### config.mk
export PLATFORM = sky130hd
export DESIGN_NAME = gshare_predictor_flat
export DESIGN_NICKNAME = d
export VERILOG_FILES = /design/src/rtl/rv32_bp_pkg.sv /design/src/rtl/gshare_predictor_if.sv /design/src/rtl/bp_sat_counter_table.sv /design/src/rtl/gshare_predictor.sv /design/src/flat_wrapper.sv
export SDC_FILE = /design/constraint.sdc
export NUM_CORES = 1
export LEC_CHECK = 0
export BUFFER_PORTS_ARGS = -buffer_cell sky130_fd_sc_hd__buf_4
export CAP_MARGIN = 20
export CORE_ASPECT_RATIO = 1.75
export CORE_MARGIN = 5
export CORE_UTILIZATION = 40
export CTS_CLUSTER_DIAMETER = 50
export CTS_CLUSTER_SIZE = 20
export DETAILED_ROUTE_END_ITERATION = 16
export PLACE_DENSITY = 0.7
export SLEW_MARGIN = 40
export SYNTH_ARGS = -nofsm -noshare
export SYNTH_HDL_FRONTEND = slang
export SYNTH_HIERARCHICAL = 1
export SYNTH_SLANG_ARGS = --single-unit
### constraint.sdc
create_clock -name clk -period 2.1 [get_ports clk]
set_clock_uncertainty 0.05 [all_clocks]
set_input_delay 0.105 -clock clk [delete_from_list [all_inputs] [get_ports clk]]
set_output_delay 0.105 -clock clk [all_outputs]
set_load 0.01 [all_outputs]
### src/rtl/rv32_bp_pkg.sv
// Shared branch-predictor definitions: history/counter widths, the
// counter reset value, the matching typedefs and the saturating update.
package rv32_bp_pkg;

   localparam int GHR_W     = 4;
   localparam int CTR_W     = 2;
   localparam int CTR_INIT  = 1;
   localparam int PHT_DEPTH = 1 << GHR_W;

   typedef logic [GHR_W-1:0] ghr_t;
   typedef logic [CTR_W-1:0] ctr_t;

   localparam ctr_t CTR_MAX = {CTR_W{1'b1}};
   localparam ctr_t CTR_MIN = {CTR_W{1'b0}};
   localparam ctr_t CTR_RST = ctr_t'(CTR_INIT);

   // Move a counter one step toward the outcome, holding at either rail.
   function automatic ctr_t sat_update(input ctr_t ctr, input logic taken);
      ctr_t result;
      if (taken) begin
         if (ctr == CTR_MAX) result = ctr;
         else                result = ctr + ctr_t'(1);
      end else begin
         if (ctr == CTR_MIN) result = ctr;
         else                result = ctr - ctr_t'(1);
      end
      return result;
   endfunction

endpackage

### src/rtl/gshare_predictor_if.sv
// Fetch-side lookup and Execute-side resolve signals of the gshare predictor.
// master = pipeline side, slave = predictor side.
interface gshare_predictor_if import rv32_bp_pkg::*; ();

   logic [31:0] fetch_pc;
   logic        fetch_valid;
   logic        btb_hit;
   ghr_t        btb_index;
   logic        pred_taken;
   ghr_t        pred_ghr;
   logic        resolve_valid;
   logic [31:0] resolve_pc;
   ghr_t        resolve_ghr;
   logic        resolve_taken;
   logic        resolve_mispred;

   modport master (
      output fetch_pc, fetch_valid, btb_hit,
      output resolve_valid, resolve_pc, resolve_ghr, resolve_taken, resolve_mispred,
      input  btb_index, pred_taken, pred_ghr
   );

   modport slave (
      input  fetch_pc, fetch_valid, btb_hit,
      input  resolve_valid, resolve_pc, resolve_ghr, resolve_taken, resolve_mispred,
      output btb_index, pred_taken, pred_ghr
   );

endinterface

### src/rtl/bp_sat_counter_table.sv
// Pattern history table: 2**GHR_W saturating counters with one
// combinational read port, one saturating write port and async reset.
module bp_sat_counter_table import rv32_bp_pkg::*; (
   input  logic clk,
   input  logic rst,
   input  ghr_t rd_index,
   output ctr_t rd_ctr,
   input  logic wr_en,
   input  ghr_t wr_index,
   input  logic wr_taken
);

   ctr_t pht [PHT_DEPTH];

   // Read returns the stored value; a same-cycle write is seen next cycle.
   assign rd_ctr = pht[rd_index];

   // Counter storage: reset to weakly not-taken, train on each write.
   always_ff @(posedge clk or posedge rst) begin
      if (rst) begin
         for (int i = 0; i < PHT_DEPTH; i++) begin
            pht[i] <= CTR_RST;
         end
      end else if (wr_en) begin
         pht[wr_index] <= sat_update(pht[wr_index], wr_taken);
      end
   end

endmodule

### src/rtl/gshare_predictor.sv
// Gshare direction predictor with speculative global history register.
// Optional write-through forwarding from the resolve port to the lookup
// port is enabled by defining GSHARE_BYPASS_EN.
module gshare_predictor import rv32_bp_pkg::*; (
   input  logic               clk,
   input  logic               rst,
   gshare_predictor_if.slave  bp
);

   ghr_t ghr;
   ghr_t ghr_next;
   ghr_t lookup_index;
   ghr_t resolve_index;
   ctr_t lookup_ctr;
   ctr_t eff_ctr;
   logic taken_bit;
   logic repair;

   assign lookup_index  = bp.fetch_pc[GHR_W-1:0] ^ ghr;
   assign resolve_index = bp.resolve_pc[GHR_W-1:0] ^ bp.resolve_ghr;
   assign repair        = bp.resolve_valid & bp.resolve_mispred;

   bp_sat_counter_table u_pht (
      .clk      (clk),
      .rst      (rst),
      .rd_index (lookup_index),
      .rd_ctr   (lookup_ctr),
      .wr_en    (bp.resolve_valid),
      .wr_index (resolve_index),
      .wr_taken (bp.resolve_taken)
   );

   // Select the counter value the prediction is taken from.
   always_comb begin
      eff_ctr = lookup_ctr;
`ifdef GSHARE_BYPASS_EN
      if (bp.resolve_valid && (resolve_index == lookup_index)) begin
         eff_ctr = sat_update(lookup_ctr, bp.resolve_taken);
      end else begin
         eff_ctr = lookup_ctr;
      end
`endif
      taken_bit = bp.btb_hit & eff_ctr[CTR_W-1];
   end

   // Next history: mispredict repair wins over the fetch-side shift.
   always_comb begin
      ghr_next = ghr;
      if (repair) begin
         ghr_next = {bp.resolve_ghr[GHR_W-2:0], bp.resolve_taken};
      end else if (bp.fetch_valid && bp.btb_hit) begin
         ghr_next = {ghr[GHR_W-2:0], taken_bit};
      end else begin
         ghr_next = ghr;
      end
   end

   // Global history register.
   always_ff @(posedge clk or posedge rst) begin
      if (rst) ghr <= {GHR_W{1'b0}};
      else     ghr <= ghr_next;
   end

   assign bp.btb_index  = lookup_index;
   assign bp.pred_taken = taken_bit;
   assign bp.pred_ghr   = ghr;

endmodule

### src/flat_wrapper.sv
// flat-port wrapper written by rule: the top's interface ports become plain ports
module gshare_predictor_flat import rv32_bp_pkg::*;
  (clk, rst, bp_fetch_pc, bp_fetch_valid, bp_btb_hit, bp_resolve_valid, bp_resolve_pc, bp_resolve_ghr, bp_resolve_taken, bp_resolve_mispred, bp_btb_index, bp_pred_taken, bp_pred_ghr);
  gshare_predictor_if bp_i ();
  input  logic clk;
  input  logic rst;
  input wire logic [$bits(bp_i.fetch_pc)-1:0] bp_fetch_pc;
  input wire logic [$bits(bp_i.fetch_valid)-1:0] bp_fetch_valid;
  input wire logic [$bits(bp_i.btb_hit)-1:0] bp_btb_hit;
  input wire logic [$bits(bp_i.resolve_valid)-1:0] bp_resolve_valid;
  input wire logic [$bits(bp_i.resolve_pc)-1:0] bp_resolve_pc;
  input wire logic [$bits(bp_i.resolve_ghr)-1:0] bp_resolve_ghr;
  input wire logic [$bits(bp_i.resolve_taken)-1:0] bp_resolve_taken;
  input wire logic [$bits(bp_i.resolve_mispred)-1:0] bp_resolve_mispred;
  output wire logic [$bits(bp_i.btb_index)-1:0] bp_btb_index;
  output wire logic [$bits(bp_i.pred_taken)-1:0] bp_pred_taken;
  output wire logic [$bits(bp_i.pred_ghr)-1:0] bp_pred_ghr;
  assign bp_i.fetch_pc = bp_fetch_pc;
  assign bp_i.fetch_valid = bp_fetch_valid;
  assign bp_i.btb_hit = bp_btb_hit;
  assign bp_i.resolve_valid = bp_resolve_valid;
  assign bp_i.resolve_pc = bp_resolve_pc;
  assign bp_i.resolve_ghr = bp_resolve_ghr;
  assign bp_i.resolve_taken = bp_resolve_taken;
  assign bp_i.resolve_mispred = bp_resolve_mispred;
  assign bp_btb_index = bp_i.btb_index;
  assign bp_pred_taken = bp_i.pred_taken;
  assign bp_pred_ghr = bp_i.pred_ghr;
  gshare_predictor u_core (.clk(clk), .rst(rst), .bp(bp_i));
endmodule
==> results, run 1 <==
- The via count of the first global-routing pass was approximately 1800.
- The post-layout instance area is 0.00279 mm^2.
- The global-route usage over all layers is approximately 17%.
- The number of antenna violations at the first check in global routing was 0.
- The post-layout total power is between 3 and 4 mW.
- The insertion delay of the later-clocked pin in the worst-skew pair is ~0.29 ns.
- STA puts the critical path data arrival time at 2.34 ns.
- The critical path launch point type is a flip-flop.
- Buffers inserted during clock tree synthesis total 5.
- The per-instance average area after synthesis is approximately 12 um^2.
- Fill cells in the final layout number between 400 and 500.
- The mapped netlist covers roughly 0.0021 mm^2.
- After detailed placement, the total cell area comes to 0.00256 mm^2.
- Across the run, the number of max-cap violations was 0.
- The Yosys step of the flow raised 6 warnings.
- The buffer levels on the longest clock path is 2.
- The family with the most delay on the worst path is multiplexers.
- Along the worst path, the maximum fanout reaches 5.
- Measured against its own limit, the worst slew margin works out to ~65%.
- The final max-slew violation count is 0.
- The flow ran to the end, but the final reports show violations.
- The standard-cell row count is 35.
- Of the available clock period, the critical path in the final layout requires 119%.
- During I/O placement, the number of pins put on the boundary was 84.
- The number of nets in the synthesized netlist is between 200 and 300.
- The critical path goes through xor2_2, buf_6, mux4_2, mux4_2, and2_4, buf_6.
- The clock tree root driver cell is clkbuf_8.
- The type of destination of the critical path is a primary output.
- Setup violations remaining at the end of the flow were counted as 18.
- The starting DRC count in detailed routing is 73.
- The number of port buffers is 27.
- The ratio of cells with drive above 1 in the final layout is 53.4%.
- The remaining global-route overflow is 0.
- The floorplan step defined a die boundary enclosing 0.00689 mm^2.
- The post-synthesis instance total is roughly 180.
- The clock tree synthesis step divided the H-tree into 2 levels.
- The shortest clock period the worst path allows after layout is approximately 2.5 ns.
- Setup repair after global routing could not meet its margin everywhere.
- The post-detailed-route count of antenna-violating nets is 0.
- For this run, the slowest stage of the critical path takes between 0.5 and 0.6 ns.
- Dividing the detail-routed wire length by the instance count gives roughly 19 um.
- The height of the die is roughly 110 um.
- Entering global routing, the biggest net connects 33 pins.
- The analysis attributes to cell leakage a power of roughly 1.3 nW.
- The ratio of routed vias to standard cells is 5.71.
- The highest attainable clock frequency is 401 MHz.
- In the final design database the tool counted 310 nets.
- The transition time at the pin with the least slew margin is between 0.5 and 0.6 ns.
- The data required time at the worst endpoint is a little under 2 ns.
- The slowest stage cell on the critical path is mux4_2.
- Across the VDD grid, the largest voltage drop is about 0.37 mV.
- From synthesis to final layout, the design area changed by 31.9%.
- The final HPWL from detailed placement is ~4200 um.
- The final setup slack of the worst path is -0.395 ns.
- The area of the placeable core is 0.00521 mm^2.
- The power per unit of standard cell area is about 1200 mW/mm^2.
- The starting utilization of the core area is 40.5%.
- The CTS tree is yes.
- The total iterations of the first detailed-routing run is 4.
- The critical path start-end classification is reg -> out.
- The number of buffers and inverters on the critical path is 2.
- Counting every sink on the clock net gives 36.
- The number of antenna diodes in the final layout is 0.
- At the end of routability-driven placement, the weighted congestion stood at between 0.8 and 0.9.
- The number of vias in the routed layout is between 1500 and 2000.
- The checks that failed: setup timing.
- The final number of hold-violating endpoints is 0.
- After clock tree synthesis, the clock-pin slew on the worst setup and hold paths is ~0.070 ns.
- The die extent in x is ~65 um.
- The routed design has 5490 um of wire.
- The remaining design rule violation count is 0.
- The first global-routing pass estimated around 8800 um of wire.
- The path type of the worst min-delay path is in -> reg.
[worst min-delay path, cell delays in order]
cell     delay (ns)
buf_4          0.14
nand3_2        0.07
a31oi_1        0.07
[final timing paths]
kind                                              startpoint                                 to  slack, ns  depth (start not counted)
max                        u_core/bp.pred_ghr[0]$_DFFE_PP0P_                      bp_pred_taken      -0.40                          6
min                                           bp_fetch_valid  u_core/bp.pred_ghr[0]$_DFFE_PP0P_       0.07                          3
max reg2reg                u_core/bp.pred_ghr[0]$_DFFE_PP0P_  u_core/bp.pred_ghr[0]$_DFFE_PP0P_      -0.24                          8
min reg2reg                 u_core/u_pht/pht[20]$_DFFE_PP1P_   u_core/u_pht/pht[20]$_DFFE_PP1P_       0.43                          2
max in group asynchronous                                rst    u_core/u_pht/pht[4]$_DFFE_PP1P_       1.24                          4
min in group asynchronous                                rst  u_core/bp.pred_ghr[1]$_DFFE_PP0P_       0.22                          3
[placed cells by master (no fill, tap or decap), drive strengths merged]
cell type / n
buf: 59
mux2: 21
nand2: 20
dfrtp: 20
dfstp: 16
nor2: 15
mux4: 13
xor2: 9
clkbuf: 8
a31oi: 6
o21ai: 6
nand3: 6
a21oi: 5
a21bo: 4
and3b: 4
maj3: 4
inv: 2
nand2b: 2
mux2i: 2
nor2b: 2
a2bb2oi: 2
o31ai: 2
dlygate4sd3: 1
and2: 1
or2: 1
nand3b: 1
or3b: 1
nor3: 1
nor3b: 1
and3: 1
[state kept, by name, indices dropped and copies added, names as in the netlist]
register	count
u_core/u_pht/pht	32
u_core/bp.pred_ghr	4
[cell type report]
cell class	instances	area [um^2]	share of cell area [%]
clock buffer	8	100	3.59
timing repair buffer	60	473	17.0
sequential	36	922	33.1
inverter	2	7.51	0.270
multi-input combinational	130	1210	43.6
tap	55	68.8	2.47
[stage by stage]
step	utilization, %	std cells	setup slack [ns]	TNS [ns]	hold WS (ns)
after detailed placement	49.2	276	-0.587	-15.31	-0.0261
after floorplan	-	177	-0.185	-2.91	-0.179
final	53.4	291	-0.395	-2.31	0.0698
after global placement	49.2	276	-0.554	-14.40	-0.0305
after CTS	53.2	290	-0.388	-2.32	0.0695
after global routing	53.4	291	-0.445	-2.88	0.0700
[power breakdown]
part,switching [mW],internal (mW)
Sequential,0.181,1.11
Clock,0.238,0.299
Combinational,0.627,0.983
Total,1.05,2.39
[repair_timing]
item | in CTS | in global routing
resized for setup | 18 | 5
endpoints found under the hold margin | 20 | 0
setup buffers | 4 | 1
setup endpoints to repair | 27 | 22
gates cloned | 1 | 0
pin swaps | 4 | 3
hold buffers | 1 | 0
[metal layers]
layer / vias up / track usage [%] / part of all wire, %
li1: 763 / - / -
met1: 815 / 16.2 / 33
met2: 65 / 32.5 / 58
met3: 19 / 2.43 / 4.3
met4: 0 / 11.3 / 5.1
met5: - / 0 / 0
(Power assumes the default switching activity.)
==> run 2, diff against run 1 <==
--- a/constraint.sdc
+++ b/constraint.sdc
@@ -3,3 +3,3 @@
 set_input_delay 0.105 -clock clk [delete_from_list [all_inputs] [get_ports clk]]
 set_output_delay 0.105 -clock clk [all_outputs]
-set_load 0.01 [all_outputs]
+set_load 0.05 [all_outputs]
==> results, run 2 (synthesis results as in run 1) <==
- The flow ran to the end, but the final reports show violations.
- The checks that failed: setup timing.
- The share of the core filled with cells in the final layout was 54.3% (+0.84 points).
- The accumulated negative setup slack is -2.12 ns (+0.189 ns).
- The final setup slack of the worst path is -0.421 ns (-0.0257 ns).
- The number of nets in the final layout is 302 (-2.6%).
- The placer congestion estimate is 0.906 (+9.5%).
- The transition time at the pin with the least slew margin was 0.549 ns (+0.0271 ns).
- The critical path start-end classification is reg -> out.
- The standard-cell row count is 35 (unchanged).
- The height of the die is 106 um (unchanged).
- The final wirelength was 5640 um (+2.7%).
- The starting DRC count in detailed routing is 67 (-8.2%).
- The number of sinks on the clock net was 36 (unchanged).
- The most flop-heavy register is u_core/u_pht/pht.
- The worst slew margin relative to its limit is 63.3% (-1.8 points).
- The path type of the worst min-delay path is in -> reg.
- The wire length of the first global-routing pass is 9070 um (+3.1%).
- The maximum number of pins on one net before global-route repair was 33 (unchanged).
- The power per unit of standard cell area was 1290 mW/mm^2 (+4.3%).
- The shortest clock period the worst path allows after layout was 2.52 ns (+0.0257 ns).
- The number of antenna violations at the first check in global routing is 0 (unchanged).
- The worst IR drop on VDD is 0.393 mV (+6.9%).
- The number of antenna repair diodes is 0 (unchanged).
- The final-report setup violation count is 18 (unchanged).
- The most common cell after layout, fill and taps aside is buf_4.
- The number of port buffers was 27 (unchanged).
- The standby leakage power came to 1.24 nW (-0.73%).
- The number of flip-flops under the largest register name is 32 (unchanged).
- The layout filler cell count is 439 (-4.1%).
- The starting utilization of the core area is 40.5% (unchanged).
- The I/O pin total is 84 (unchanged).
- The clock buffer count from CTS came to 5 (unchanged).
- Compared with the post-synthesis result, the final layout area differs by 33.9%.
- The global-route usage over all layers is 17.7% (+0.60 points).
- The number of vias in the routed layout is 1656 (-0.36%).
- The largest fanout on the critical path was 5 (unchanged).
- The level count of the clock H-tree is 2 (unchanged).
- The via count of the first global-routing pass is 1813 (-1.5%).
- STA classifies the critical path endpoint as a primary output.
- The final max-slew violation count was 0 (unchanged).
- The post-route fraction of the period consumed by the critical path is 120% (+1.2 points).
- The die outline area is 0.00689 mm^2 (unchanged).
- The area of the placeable core is 0.00521 mm^2 (unchanged).
- The top cell types in the final layout, fill and taps aside, are 48 x buf_4, 19 x dfrtp_1, 18 x nand2_1, 16 x dfstp_2, 14 x mux2_4.
- The final HPWL from detailed placement is 4130 um (-1.5%).
- TritonCTS built the clock tree.
- The data required time at the worst endpoint is 1.95 ns (about the same).
- The insertion delay of the later-clocked pin in the worst-skew pair is 0.29 ns (about the same).
- The die extent in x is 64.9 um (unchanged).
- The total iterations of the first detailed-routing run is 4 (unchanged).
- The post-detailed-route count of antenna-violating nets is 0 (unchanged).
- The number of max-cap violations is 0 (unchanged).
- The critical path launch point type is a flip-flop.
- The root buffer cell chosen for the clock tree is clkbuf_8.
- The remaining design rule violation count came to 0 (unchanged).
- The ratio of cells with drive above 1 in the final layout is 57.5% (+4.1 points).
- The highest attainable clock frequency is 397 MHz (-1.0%).
- The ratio of routed vias to standard cells came to 5.85 (+2.5%).
- The buffer levels on the longest clock path is 2 (unchanged).
- Setup repair after global routing could not meet its margin everywhere.
- The final number of hold-violating endpoints is 0 (unchanged).
- The remaining global-route overflow came to 0 (unchanged).
- The routed wirelength normalized by instance count is 19.9 um (+5.6%).
- The signal arrival time at the worst endpoint came to 2.37 ns (+0.03 ns).
- The clock slew at the register clock pins of the worst setup and hold paths is 0.07 ns (about the same).
run 2: critical path: stages, from the launching register on:
cell and delay, ns:
dfrtp_2 0.45, xor2_4 0.16, buf_12 0.14, mux4_2 0.53, mux4_2 0.50, and2_4 0.16
buf_6 0.14
run 2: repair_timing:
item	CTS	global route
endpoints found under the setup margin	34	34
setup buffers	3	0
hold buffers	1	0
pin swaps	5	4
cloned	1	0
endpoints found under the hold margin	20	0
resized for setup	26	20
run 2: cell type report:
cell class | count | area, um^2 | share of cell area, %
Multi-Input combinational cell | 130 | 1310 | 46.3
Timing Repair Buffer | 52 | 413 | 14.6
Tap cell | 55 | 68.8 | 2.43
Clock inverter | 2 | 35.0 | 1.24
Clock buffer | 6 | 72.6 | 2.57
Inverter | 2 | 7.51 | 0.265
Sequential cell | 36 | 922 | 32.6
run 2: routing by layer:
layer	track usage, %	part of all wire [%]	wire length, um
met2	32.6	57	3230
met4	9.68	5.0	284
met3	3.91	4.8	269
met5	0	0	0
met1	17.8	33	1860
run 2: report_power, final:
group	internal (mW)	switching, mW	leakage [nW]	total [mW]
registers	1.11	0.201	0.408	1.31
logic	0.963	0.772	0.778	1.74
clock network	0.352	0.243	0.0552	0.595
run 2: metrics by stage:
stage,instance area [um^2],hold slack [ns],setup slack (ns),instances,power (mW)
5_1_grt,2830,0.102,-0.486,283,3.85
3_5_place_dp,2570,-0.0288,-0.542,271,2.79
4_1_cts,2770,0.0893,-0.444,284,3.56
6_report,2830,0.0943,-0.421,283,3.64
3_3_place_gp,2570,-0.0319,-0.536,271,2.75
2_1_floorplan,2190,-0.179,-0.403,177,2.26
run 2: final timing paths:
check | slack (ns) | from | depth (start not counted) | to
max | -0.42 | u_core/bp.pred_ghr[0]$_DFFE_PP0P_ | 6 | bp_pred_taken
min reg2reg | 0.43 | u_core/u_pht/pht[0]$_DFFE_PP1P_ | 2 | u_core/u_pht/pht[0]$_DFFE_PP1P_
min in group asynchronous | 0.22 | rst | 3 | u_core/bp.pred_ghr[1]$_DFFE_PP0P_
max reg2reg | -0.14 | u_core/u_pht/pht[12]$_DFFE_PP1P_ | 5 | u_core/u_pht/pht[7]$_DFFE_PP0P_
min | 0.09 | bp_resolve_mispred | 3 | u_core/bp.pred_ghr[2]$_DFFE_PP0P_
max in group asynchronous | 1.24 | rst | 4 | u_core/u_pht/pht[22]$_DFFE_PP1P_
==> run 3, diff against run 2 <==
TNS_END_PERCENT = 1   (was default)
==> results, run 3 (synthesis results as in run 1) <==
- The run finished, with violations left.
- The checks that failed: setup timing.
- The largest fanout on the critical path is 3 (-2).
- The register area is 922 um^2 (unchanged).
- The highest attainable clock frequency is 403 MHz (+1.7%).
- The tree is rooted in a clkbuf_8.
- The final max-slew violation count is 0 (unchanged).
- The signal arrival time at the worst endpoint is 2.32 ns (-0.05 ns).
- The ratio of routed vias to standard cells came to 5.65 (-3.5%).
- The post-route fraction of the period consumed by the critical path is 118% (-2.0 points).
- The path type of the worst min-delay path is in -> reg.
- The height of the die is 106 um (unchanged).
- The number of max-cap violations is 0 (unchanged).
- The data required time at the worst endpoint is 1.95 ns (about the same).
- Setup repair after global routing could not meet its margin everywhere.
- The placer congestion estimate is 0.862 (-4.9%).
- The number of vias in the routed layout is 1643 (-0.79%).
- The via count of the first global-routing pass came to 1773 (-2.2%).
- The number of placed instances, taps included is 281 (+3.7%).
- The die outline area is 0.00689 mm^2 (unchanged).
- The layout filler cell count is 454 (+3.4%).
- The number of sinks on the clock net was 36 (unchanged).
- STA classifies the critical path startpoint as a flip-flop.
- The reg2reg setup slack is -0.14 ns (about the same).
- The number of nets in the final layout is 310 (+2.6%).
- The remaining design rule violation count came to 0 (unchanged).
- The transition time at the pin with the least slew margin was 0.638 ns (+0.0896 ns).
- The number of antenna repair diodes is 0 (unchanged).
- The final-layout worst hold slack is 0.101 ns (+0.00634 ns).
- The power per unit of standard cell area came to 1250 mW/mm^2 (-3.1%).
- The ratio of cells with drive above 1 in the final layout is 53.4% (-4.1 points).
- The worst slew margin relative to its limit is 57.3% (-6.0 points).
- The number of port buffers is 27 (unchanged).
- The clock buffer count from CTS is 5 (unchanged).
- The number of standard cells in the layout, taps in and fillers out came to 291 (+2.8%).
- The buffer levels on the longest clock path was 2 (unchanged).
- The pre-CTS setup slack was -0.474 ns (+0.0679 ns).
- The routed wirelength normalized by instance count was 18.8 um (-5.9%).
- The footprint of the multi-input gates is 0.00119 mm^2 (-8.8%).
- The final-report setup violation count came to 20 (+2).
- The post-detailed-route count of antenna-violating nets is 0 (unchanged).
- The CTS tree is yes.
- The total iterations of the first detailed-routing run is 4 (unchanged).
- The most common cell after layout, fill and taps aside is buf_4.
- The final setup slack of the worst path is -0.379 ns (+0.0420 ns).
- The starting utilization of the core area is 40.5% (unchanged).
- The final number of hold-violating endpoints came to 0 (unchanged).
- The worst IR drop on VDD is 0.433 mV (+10%).
- The final HPWL from detailed placement is 4330 um (+4.8%).
- The starting DRC count in detailed routing is 46 (-31%).
- The I/O pin total is 84 (unchanged).
- The critical path start-end classification is reg -> out.
- The maximum number of pins on one net before global-route repair was 23 (-30%).
- The number of flip-flops under the largest register name is 32 (unchanged).
- The number of antenna violations at the first check in global routing is 0 (unchanged).
- The type of destination of the critical path is a primary output.
- The clock slew at the register clock pins of the worst setup and hold paths was 0.07 ns (about the same).
- In the layout the commonest cells are 56 x buf_4, 20 x nand2_1, 19 x dfrtp_1, 16 x dfstp_2.
- The level count of the clock H-tree came to 2 (unchanged).
- The final wirelength is 5460 um (-3.2%).
- The most flop-heavy register is u_core/u_pht/pht.
- The standby leakage power is 1.23 nW (-1.2%).
- The wire length of the first global-routing pass came to 8740 um (-3.7%).
- The global-route usage over all layers is 16.9% (-0.78 points).
- The area of the placeable core was 0.00521 mm^2 (unchanged).
- The standard-cell row count came to 35 (unchanged).
- The shortest clock period the worst path allows after layout is 2.48 ns (-0.0420 ns).
- Relative to the synthesized area, the layout overhead comes to 30.6%.
- The insertion delay of the later-clocked pin in the worst-skew pair is 0.28 ns (about the same).
- The remaining global-route overflow was 0 (unchanged).
- The die extent in x is 64.9 um (unchanged).
==> run 3: layout make-up <==
type                    instances  area share, %
clock buffers                   8           3.27
inverters                       2          0.272
multi-input cells             129           43.3
flip-flops and latches         36           33.4
well taps                      55           2.49
repair buffers                 61           17.2
==> run 3: per-stage QoR <==
stage | TNS (ns) | power [mW] | cell area [um^2] | utilization (%)
after CTS | -2.52 | 3.38 | 2730 | 52.4
final | -2.26 | 3.44 | 2760 | 52.9
after detailed placement | -11.28 | 2.85 | 2620 | 50.2
after floorplan | -6.25 | 2.26 | 2170 | -
after global routing | -3.57 | 3.65 | 2760 | 52.9
after global placement | -10.97 | 2.79 | 2620 | 50.2
==> run 3: timing repair <==
action | 4_1_cts | 5_1_grt
hold buffers | 1 | 0
resized for setup | 5 | 13
setup buffers | 0 | 1
hold endpoints to repair | 20 | 0
pin swaps | 0 | 2
setup endpoints to repair | 26 | 26
==> run 3: layer usage <==
layer | track usage (%) | vias up | routed length [um]
li1 | - | 758 | -
met1 | 16.6 | 811 | 1880
met2 | 32.4 | 53 | 3080
met3 | 2.64 | 21 | 242
met4 | 9.38 | 0 | 255
met5 | 0 | - | 0
==> run 3: critical path, cell delays in order, from the launching register on <==
cell and delay [ns]:
dfrtp_2 0.45, xor2_4 0.15, buf_6 0.14, mux4_2 0.50, mux4_2 0.50, and2_4 0.16, buf_6 0.14
==> run 3: report_power, final <==
part	switching (mW)	internal, mW
Clock	0.228	0.267
Combinational	0.715	0.937
Sequential	0.185	1.10
==> run 3: final timing paths <==
kind | to | depth (start not counted) | startpoint
min in group asynchronous | u_core/bp.pred_ghr[1]$_DFFE_PP0P_ | 3 | rst
min | u_core/bp.pred_ghr[1]$_DFFE_PP0P_ | 3 | bp_fetch_valid
max reg2reg | u_core/u_pht/pht[1]$_DFFE_PP0P_ | 5 | u_core/u_pht/pht[13]$_DFFE_PP0P_
max | bp_pred_taken | 6 | u_core/bp.pred_ghr[0]$_DFFE_PP0P_
min reg2reg | u_core/u_pht/pht[22]$_DFFE_PP1P_ | 2 | u_core/u_pht/pht[22]$_DFFE_PP1P_
max in group asynchronous | u_core/u_pht/pht[2]$_DFFE_PP1P_ | 4 | rst
